## src/rtl/pci_io_pkg.sv

```systemverilog
// Shared constants for the PCI IO-window register file and its arbiter.
// Word map, default sizing and local requester IDs.
package pci_io_pkg;

  localparam int NUM_REQ_DEF   = 4;
  localparam int ADDR_BITS_DEF = 2;

  typedef enum logic [1:0] {
    W_CMD        = 2'd0,
    W_STATUS     = 2'd1,
    W_STEP_RATE  = 2'd2,
    W_STEP_COUNT = 2'd3
  } word_e;

  localparam int REQ_STEP0  = 0;
  localparam int REQ_STEP1  = 1;
  localparam int REQ_GPIO   = 2;
  localparam int REQ_STATUS = 3;

  function automatic int ptr_bits(input int n);
    return (n > 1) ? $clog2(n) : 1;
  endfunction

endpackage

```

## src/rtl/rr_arbiter.sv

```systemverilog
// Round-robin pick: first set request at or above ptr, wrapping.
// Purely combinational, one-hot result.
module rr_arbiter
  import pci_io_pkg::*;
#(
  parameter int NUM_REQ = NUM_REQ_DEF,
  localparam int PW = ptr_bits(NUM_REQ)
) (
  input  logic [NUM_REQ-1:0] req,
  input  logic [PW-1:0]      ptr,
  output logic [NUM_REQ-1:0] gnt
);

  logic          found;
  logic [PW-1:0] idx;

  always_comb begin
    gnt   = '0;
    found = 1'b0;
    idx   = '0;
    for (int k = 0; k < NUM_REQ; k++) begin
      idx = PW'((int'(ptr) + k) % NUM_REQ);
      if (!found && req[idx]) begin
        gnt[idx] = 1'b1;
        found    = 1'b1;
      end
    end
  end

endmodule

```

## src/rtl/pci_io_arbiter.sv

```systemverilog
// PCI IO-window register file: PCI target has absolute priority,
// local consumers share the remaining cycles round-robin.
module pci_io_arbiter
  import pci_io_pkg::*;
#(
  parameter int NUM_REQ   = NUM_REQ_DEF,
  parameter int ADDR_BITS = ADDR_BITS_DEF,
  localparam int DEPTH = 2 ** ADDR_BITS,
  localparam int PW    = ptr_bits(NUM_REQ)
) (
  input  logic                          CLK,
  input  logic                          RST_N,
  input  logic                          PCI_REQ,
  input  logic                          PCI_WE,
  input  logic [ADDR_BITS-1:0]          PCI_ADDR,
  input  logic [31:0]                   PCI_WDATA,
  input  logic [3:0]                    PCI_BE_N,
  output logic [31:0]                   PCI_RDATA,
  output logic                          PCI_ACK,
  input  logic [NUM_REQ-1:0]            LREQ,
  input  logic [NUM_REQ-1:0]            LWE,
  input  logic [NUM_REQ*ADDR_BITS-1:0]  LADDR,
  input  logic [NUM_REQ*32-1:0]         LWDATA,
  output logic [NUM_REQ-1:0]            LGNT,
  output logic [31:0]                   LRDATA,
  output logic [DEPTH-1:0]              DIRTY,
  output logic                          WR_EVENT,
  output logic                          PING_DONE
);

  logic [31:0]          mem [DEPTH];
  logic [PW-1:0]        rr_ptr;
  logic [NUM_REQ-1:0]   gnt;
  logic [PW-1:0]        win;
  logic [ADDR_BITS-1:0] l_addr;
  logic [31:0]          l_wdata;
  logic                 l_we;
  logic [PW-1:0]        nxt_ptr;

  rr_arbiter #(.NUM_REQ(NUM_REQ)) u_rr (
    .req (LREQ),
    .ptr (rr_ptr),
    .gnt (gnt)
  );

  always_comb begin
    win     = '0;
    l_addr  = '0;
    l_wdata = '0;
    l_we    = 1'b0;
    for (int i = 0; i < NUM_REQ; i++) begin
      if (gnt[i]) begin
        win     = PW'(i);
        l_addr  = LADDR[i*ADDR_BITS +: ADDR_BITS];
        l_wdata = LWDATA[i*32 +: 32];
        l_we    = LWE[i];
      end
    end
    nxt_ptr = (int'(win) == NUM_REQ - 1) ? '0 : win + 1'b1;
  end

  always_ff @(posedge CLK or negedge RST_N) begin
    if (!RST_N) begin
      for (int i = 0; i < DEPTH; i++) mem[i] <= '0;
      rr_ptr    <= '0;
      DIRTY     <= '0;
      PCI_ACK   <= 1'b0;
      PCI_RDATA <= '0;
      LGNT      <= '0;
      LRDATA    <= '0;
      WR_EVENT  <= 1'b0;
      PING_DONE <= 1'b0;
    end else begin
      PCI_ACK  <= 1'b0;
      LGNT     <= '0;
      WR_EVENT <= 1'b0;
      if (PCI_REQ) begin
        PCI_ACK <= 1'b1;
        if (PCI_WE) begin
          for (int k = 0; k < 4; k++) begin
            if (!PCI_BE_N[k])
              mem[PCI_ADDR][8*k +: 8] <= PCI_WDATA[8*k +: 8];
          end
          DIRTY[PCI_ADDR] <= 1'b1;
          WR_EVENT        <= 1'b1;
          PING_DONE       <= 1'b1;
        end else begin
          PCI_RDATA <= mem[PCI_ADDR];
        end
      end else if (|LREQ) begin
        LGNT   <= gnt;
        LRDATA <= mem[l_addr];
        rr_ptr <= nxt_ptr;
        // a consumer read acknowledges the host's latest write
        if (l_we) mem[l_addr] <= l_wdata;
        else      DIRTY[l_addr] <= 1'b0;
      end
    end
  end

endmodule
```

## config.mk

```make
export PLATFORM = sky130hd
export DESIGN_NAME = pci_io_arbiter
export DESIGN_NICKNAME = d
export VERILOG_FILES = /design/src/rtl/pci_io_pkg.sv /design/src/rtl/rr_arbiter.sv /design/src/rtl/pci_io_arbiter.sv
export SDC_FILE = /design/constraint.sdc
export NUM_CORES = 1
export LEC_CHECK = 0
export CORE_MARGIN = 3
export CORE_UTILIZATION = 47
export DETAILED_ROUTE_END_ITERATION = 6
export PLACE_DENSITY = 0.9
export RECOVER_POWER = 100
export SLEW_MARGIN = 20
export SYNTH_ARGS = -nofsm -noshare
export SYNTH_HDL_FRONTEND = slang
export SYNTH_HIERARCHICAL = 1
export SYNTH_SLANG_ARGS = --single-unit
```

## constraint.sdc

```tcl
create_clock -name CLK -period 3.9 [get_ports CLK]
set_clock_uncertainty 0.2 [all_clocks]
set_input_delay 1.17 -clock CLK [delete_from_list [all_inputs] [get_ports CLK]]
set_output_delay 1.17 -clock CLK [all_outputs]
set_load 0.02 [all_outputs]
```

# Word-level counts from Yosys, hierarchy flattened

Index checks and enable logic that the tools add are counted.

Equal/unequal tests: 3
Bitwise gates (word level): 10
$lt $le $gt $ge: 16
Multiplexer cells: 87
Reduce and logical (&&, ||, !) cells: 22
Add/subtract/negate cells: 4

Operator list:

| operator              | count |
|---|---|
| $mux W128             | 14 |
| $bwmux W128           | 5 |
| $demux W32 S2         | 5 |
| $mux W32              | 10 |
| $bmux W32 S2          | 2 |
| $mux W4               | 10 |
| $mux W24              | 1 |
| $mux W1               | 21 |
| $lt A2 B3 Y1 const B  | 6 |
| $mux W16              | 1 |
| $or A4 B4 Y4          | 4 |
| $mux W2               | 7 |
| $demux W1 S2          | 6 |
| $ge A2 B1 Y1 const B  | 6 |
| $logic_and A1 B1 Y1   | 11 |
| $bmux W1 S2           | 4 |
| $mux W8               | 1 |
| $ge A3 B3 Y1 const B  | 2 |
| $lt A3 B1 Y1 const B  | 2 |
| $not A2 Y3            | 2 |
| $reduce_and A2 Y1     | 3 |
| $reduce_and A3 Y1     | 2 |
| $add A2 B1 Y2 const B | 2 |
| $add A2 B2 Y2 const B | 2 |
| other kinds (9)       | 13 |

Bits of input ports: 186
Register bits after elaboration: 205
Output and inout bits: 75

# Logic depth before layout (Yosys ltp)

Gate-level depths: netlist of run 1.

Depth in word-level cells: 25
Mapped depth: 14

# Cells and area by module

Netlist of run 1, hierarchy kept.

By module, submodules not included:

| module         | seq. area each (um^2) | times used | cells each | area each (um^2) |
|---|---|---|---|---|
| pci_io_arbiter | 5129.9                | 1          | 1044       | 11596.1 |
| rr_arbiter     | 0.0                   | 1          | 36         | 337.8 |

# Worst setup path after synthesis of run 1

OpenSTA, ideal clock, no wires.

Path type: input to register
Start: input LREQ[3]
End: register mem[48] (netlist bit)
Stages on the path: 12
Path slack: -0.467 ns
Arrival: 4.042 ns
Setup time: 0.125 ns
Cell sequence: mux4_2 -> buf_6 -> nor4b_4 -> nand2_1 -> o211ai_1 -> buf_4 -> and4bb_2 -> o41ai_1 -> o21ai_1 -> buf_4 -> o21ai_4 -> mux2_2

Elaborated cells on any way between the ends: 50
Those cells by class: order compare (2); mux (33); bitwise (4); reduce/logical (11)

RTL lines:

| item                                                                      | line                 | text |
|---|---|---|
| start, declared                                                           | pci_io_arbiter.sv:20 | `input logic [NUM_REQ-1:0] LREQ,` |
| $bmux W1 S2                                                               | rr_arbiter.sv:23     | `if (!found && req[idx]) begin` |
| $mux W1 (not written as such)                                             | rr_arbiter.sv:23     |  |
| $mux W1                                                                   | rr_arbiter.sv:23     |  |
| $logic_not A1 Y1                                                          | rr_arbiter.sv:23     |  |
| $logic_and A1 B1 Y1                                                       | rr_arbiter.sv:23     |  |
| $mux W1                                                                   | rr_arbiter.sv:23     |  |
| $logic_not A1 Y1                                                          | rr_arbiter.sv:23     |  |
| $logic_and A1 B1 Y1                                                       | rr_arbiter.sv:23     |  |
| [... 4 more ...]                                                          | n/a                  |  |
| named net gnt[1]                                                          | pci_io_arbiter.sv:33 | `logic [NUM_REQ-1:0] gnt;` |
| [... 4 more ...]                                                          | n/a                  |  |
| $ge A3 B3 Y1 (not written as such) / $lt A3 B1 Y1 (equally long branches) | pci_io_arbiter.sv:95 | `if (l_we) mem[l_addr] <= l_wdata;` |
| $logic_and A1 B1 Y1 (not written as such)                                 | pci_io_arbiter.sv:95 |  |
| $mux W32 (not written as such)                                            | pci_io_arbiter.sv:95 |  |
| $demux W32 S2                                                             | pci_io_arbiter.sv:95 |  |
| $bwmux W128                                                               | pci_io_arbiter.sv:95 |  |
| $mux W128                                                                 | pci_io_arbiter.sv:95 |  |
| $mux W128                                                                 | pci_io_arbiter.sv:90 | `end else if (\|LREQ) begin` |
| $mux W128                                                                 | pci_io_arbiter.sv:77 | `if (PCI_REQ) begin` |
| end signal, assigned by index                                             | pci_io_arbiter.sv:82 | `mem[PCI_ADDR][8*k +: 8] <= PCI_WDATA[8*k +: 8];` |
| end signal, assigned by index                                             | pci_io_arbiter.sv:95 |  |
| end, declared                                                             | pci_io_arbiter.sv:31 | `logic [31:0] mem [DEPTH];` |

The timed path passes the listed nets; every way through them passes the cells marked *. The select of a mux whose other input is x is not followed.
A chain may end at the register's enable or synchronous reset.

# Worst setup path after layout of run 1

Start: input LREQ[2]
End: register mem[127] (netlist bit)

Same word-level chain as after synthesis.

==> impl_metrics.yaml, run 1 <==
clocking:
  hold_buffers: 0
  cts_tree: "done"
  clock_latency_ns: 0.54
  clkTransAtPathRegs_ns: 0.06
  clockBufferDepth: 3
  cts_buffers: 23
  clock_sinks: 205
  htree_num_levels: 1
  root_buffer: "clkbuf_16"
sta:
  fin_crit_sh_pct: 118
  fin_ws_ns: -0.692
  rsz0062_at_grt: "true"
  slew_viol_final: 82
  setup-tns-final_ns: -62.04
  max_slew_margin_pct: -39.8
  whs_ns: 0.270
  setup_violations: 162
  min_period_ns: 4.59
  tightest_slew_ns: 2.10
  finalHoldViolCount: 0
  max_freq_mhz: 218
synth:
  ys_ff_latch: 205
  synth_simple_gate_area_share_pct: 6.52
  synth_fa_ha_area_share_pct: 0.629
  synth_area_per_cell_um2: 11.0
  synth_top_area_cell: "dfrtp_1"
  synth_top_family_by_area: "multiplexers"
  synthArstFlopShare_pct: 100
  netlist_area_um2: 11900
  synth_xor_area_share_pct: 0
  ys_types: 57
  yosysWarnings: 6
  netlist_instances: 1080
  synth_top_area_share_pct: 43.0
  ys_top_cells_by_area: "dfrtp_1 (43%), mux2_2 (12%), mux4_2 (6.4%)"
  synth_edf_count: 0
  synthesis.nets: 1272
  synth_mux_area_share_pct: 23.4
  ys_seq_area_share_pct: 43.0
  ys.flop_type: "dfrtp_1"
  synth_compound_area_share_pct: 22.1
setup_path:
  r2r_cells: 18
  r2r_start: "rr_ptr[0]"
  cpMaxStageDelayCell: "mux4_2"
  worstPathRequired_ns: 4.11
  start_kind: "input port"
  crit_buf_inv: 8
  reg2reg_to: "mem[127]"
  path_cells: "buf_8 > mux4_2 > nor4b_4 > buf_4 > nand2_2 > o211ai_1 > buf_4 > nand4bb_4 > buf_4 > a32oi_4 > buf_6 > buf_6 > nor4_4 > buf_6 > a21oi_4 > buf_6 > a22o_1"
  reg2reg_slack_ns: -0.58
  cpMostUsedCell: "buf_6"
  end_kind: "flop"
  path_max_fanout: 5
  arrival_ns: 4.80
  worst-setup-path-type: "input port to flop"
  critPathTopFamily: "buffers and inverters"
  worst_path_largest_cell_delay_ns: 0.57
finish:
  register_area_um2: 5130
  finalInstanceArea_um2: 18200
  nets: 1662
  filler_cell_count: 1397
  final_util_pct: 74.1
  layout-drive-gt1-share_pct: 34.0
  multi_input_area_um2: 7170
  area_growth_pct: 52.8
  finalNonFillerCells: 1814
global_routing:
  grt_max_degree: 82
  grt_pass1_vias: 13200
  grt_overflow: 0
  antenna_found_initial: 3
  gr-usage-all-layers_pct: 36.9
  grt_first_pass_wirelength_um: 77100
die:
  die_x_um: 165
  fp-row-count: 57
  die-area_um2: 27300
  core_um2: 24600
  initial_utilization_pct: 48.5
  io_pins: 261
  die_y_um: 165
routing:
  num_vias: 12800
  drtIter0Drc: 1767
  wl_per_cell_um: 30.3
  viasPerCell: 7.07
  dr.pass1.iters: 6
  wl_um: 55000
  drc_errors: 0
  detail-route-antenna-nets: 0
job:
  drv_cap: 1
placement:
  place_inst: 1702
  place_area_um2: 15800
  place.gp.congestion: 0.954
  io_buffers: 260
  dp_hpwl_um: 30400
  post-place-ws_ns: -1.20
pwr:
  power.density_nw_per_um2: 1130
  p_total_mw: 20.6
  peakVddDrop_mv: 0.792
  power.leakage_nw: 7.98
worst_hold_path:
  hold_class: "flop to flop"
  whs_path_depth: 1
  worstHoldEndpoint: "PING_DONE"
  hold_start: "PING_DONE"
status:
  failed_checks: "capacitance limit, slew limit, setup timing"
  run_status: "finished with violations"
-- Yosys cell counts, types with 3 or more instances --
master	n
inv_1	44
o21a_1	3
nand3_1	3
a21oi_4	5
a31oi_1	16
nand2b_1	9
nor2b_1	3
a21oi_1	44
mux2i_1	47
mux2_2	126
o21ai_4	4
o211ai_1	4
and2_1	5
buf_2	15
a22oi_1	34
o2bb2ai_1	3
o21ai_0	43
o22ai_1	101
ha_1	6
nor2_1	22
buf_6	3
o221ai_1	18
a21o_2	4
a22o_1	37
clkbuf_1	52
a221o_1	32
dfrtp_1	205
mux2_4	6
mux4_2	34
buf_1	5
nor3_1	5
nand2_1	105
-- layer usage --
| metal | track usage (%) | wire length, µm | vias to the layer above |
|---|---|---|---|
| met2 | 57.8 | 24100 | 1278 |
| met3 | 11.8 | 7940 | 443 |
| met4 | 23.7 | 5020 | 2 |
| met1 | 44.0 | 18000 | 6141 |
| li1 | - | - | 4967 |
| met5 | 0 | 11 | - |
-- registers in the layout, indices dropped and copies added (netlist names) --
register and count:
PCI_RDATA 32, WR_EVENT 1, LRDATA 32, DIRTY 4
LGNT 4, mem 128, PCI_ACK 1, PING_DONE 1
rr_ptr 2
-- area by class of cell --
class / count / area share, %
clock inverters: 14 / 1.45
clock buffers: 28 / 3.48
flip-flops and latches: 205 / 28.1
diodes: 3 / 0.0412
multi-input cells: 754 / 39.3
inverters: 46 / 0.947
well taps: 324 / 2.22
repair buffers: 440 / 24.4
-- cells in the final DEF (no fill, tap or decap), types with 44 or more instances in the layout --
cell type,count
o22ai_1,99
buf_4,111
mux2_4,86
dlygate4sd3_1,76
mux2i_1,46
nand2_1,102
dfrtp_1,205
clkdlybuf4s50_1,177
mux2_2,45
inv_1,44
-- kinds of logic (layout without fill, tap and decap cells) --
family / Yosys count / count (layout)
compound gates: 365 / 365
fa+ha+maj: 6 / 6
buf+inv: 123 / 528
flops: 205 / 205
mux: 215 / 215
other cells: 0 / 3
simple gates: 166 / 168
-- worst reg2reg max path: stages (launching register included) --
cell,delay [ns]
dfrtp_1,0.37
inv_1,0.09
ha_1,0.34
mux4_2,0.40
nor4b_4,0.32
buf_4,0.18
nand2_2,0.05
o211ai_1,0.17
buf_4,0.25
nand4bb_4,0.18
buf_4,0.14
a32oi_4,0.14
buf_6,0.16
buf_6,0.11
nor4_4,0.55
buf_6,0.25
a21oi_4,0.06
buf_6,0.16
a22o_1,0.24
-- worst max path at each step --
stage	end	cells after the start	slack [ns]	startpoint
6_report	mem[127]	17	-0.69	LREQ[2]
5_1_grt	mem[127]	17	-0.74	LREQ[2]
3_5_place_dp	mem[91]	14	-1.20	LREQ[3]
4_1_cts	mem[91]	14	-0.19	LREQ[2]
2_1_floorplan	mem[88]	11	-0.32	LREQ[3]
3_3_place_gp	mem[90]	13	-1.05	LREQ[2]
-- report_power, final --
group	switching, mW	internal, mW	leakage [nW]
combinational	7.46	6.62	4.95
sequential	0.825	3.14	2.59
clock	0.969	1.63	0.444
-- what timing repair did --
item,4_1_cts,5_1_grt
setup endpoints to repair,162,162
cloned,6,1
endpoints found under the hold margin,0,0
setup buffers,45,20
resized for setup,189,66
pin swaps,68,31
(Power assumes the default switching activity.)
==> inputs of run 2 (changes only) <==
SLEW_MARGIN = 10   (was 20)
==> results of run 2 <==
The final DEF is identical to that of run 1; final timing and power are the same.
==> inputs of run 3 (changes only) <==
CAP_MARGIN = 20   (was not set)
==> results of run 3 <==
The final DEF is identical to that of run 1; final timing and power are the same.
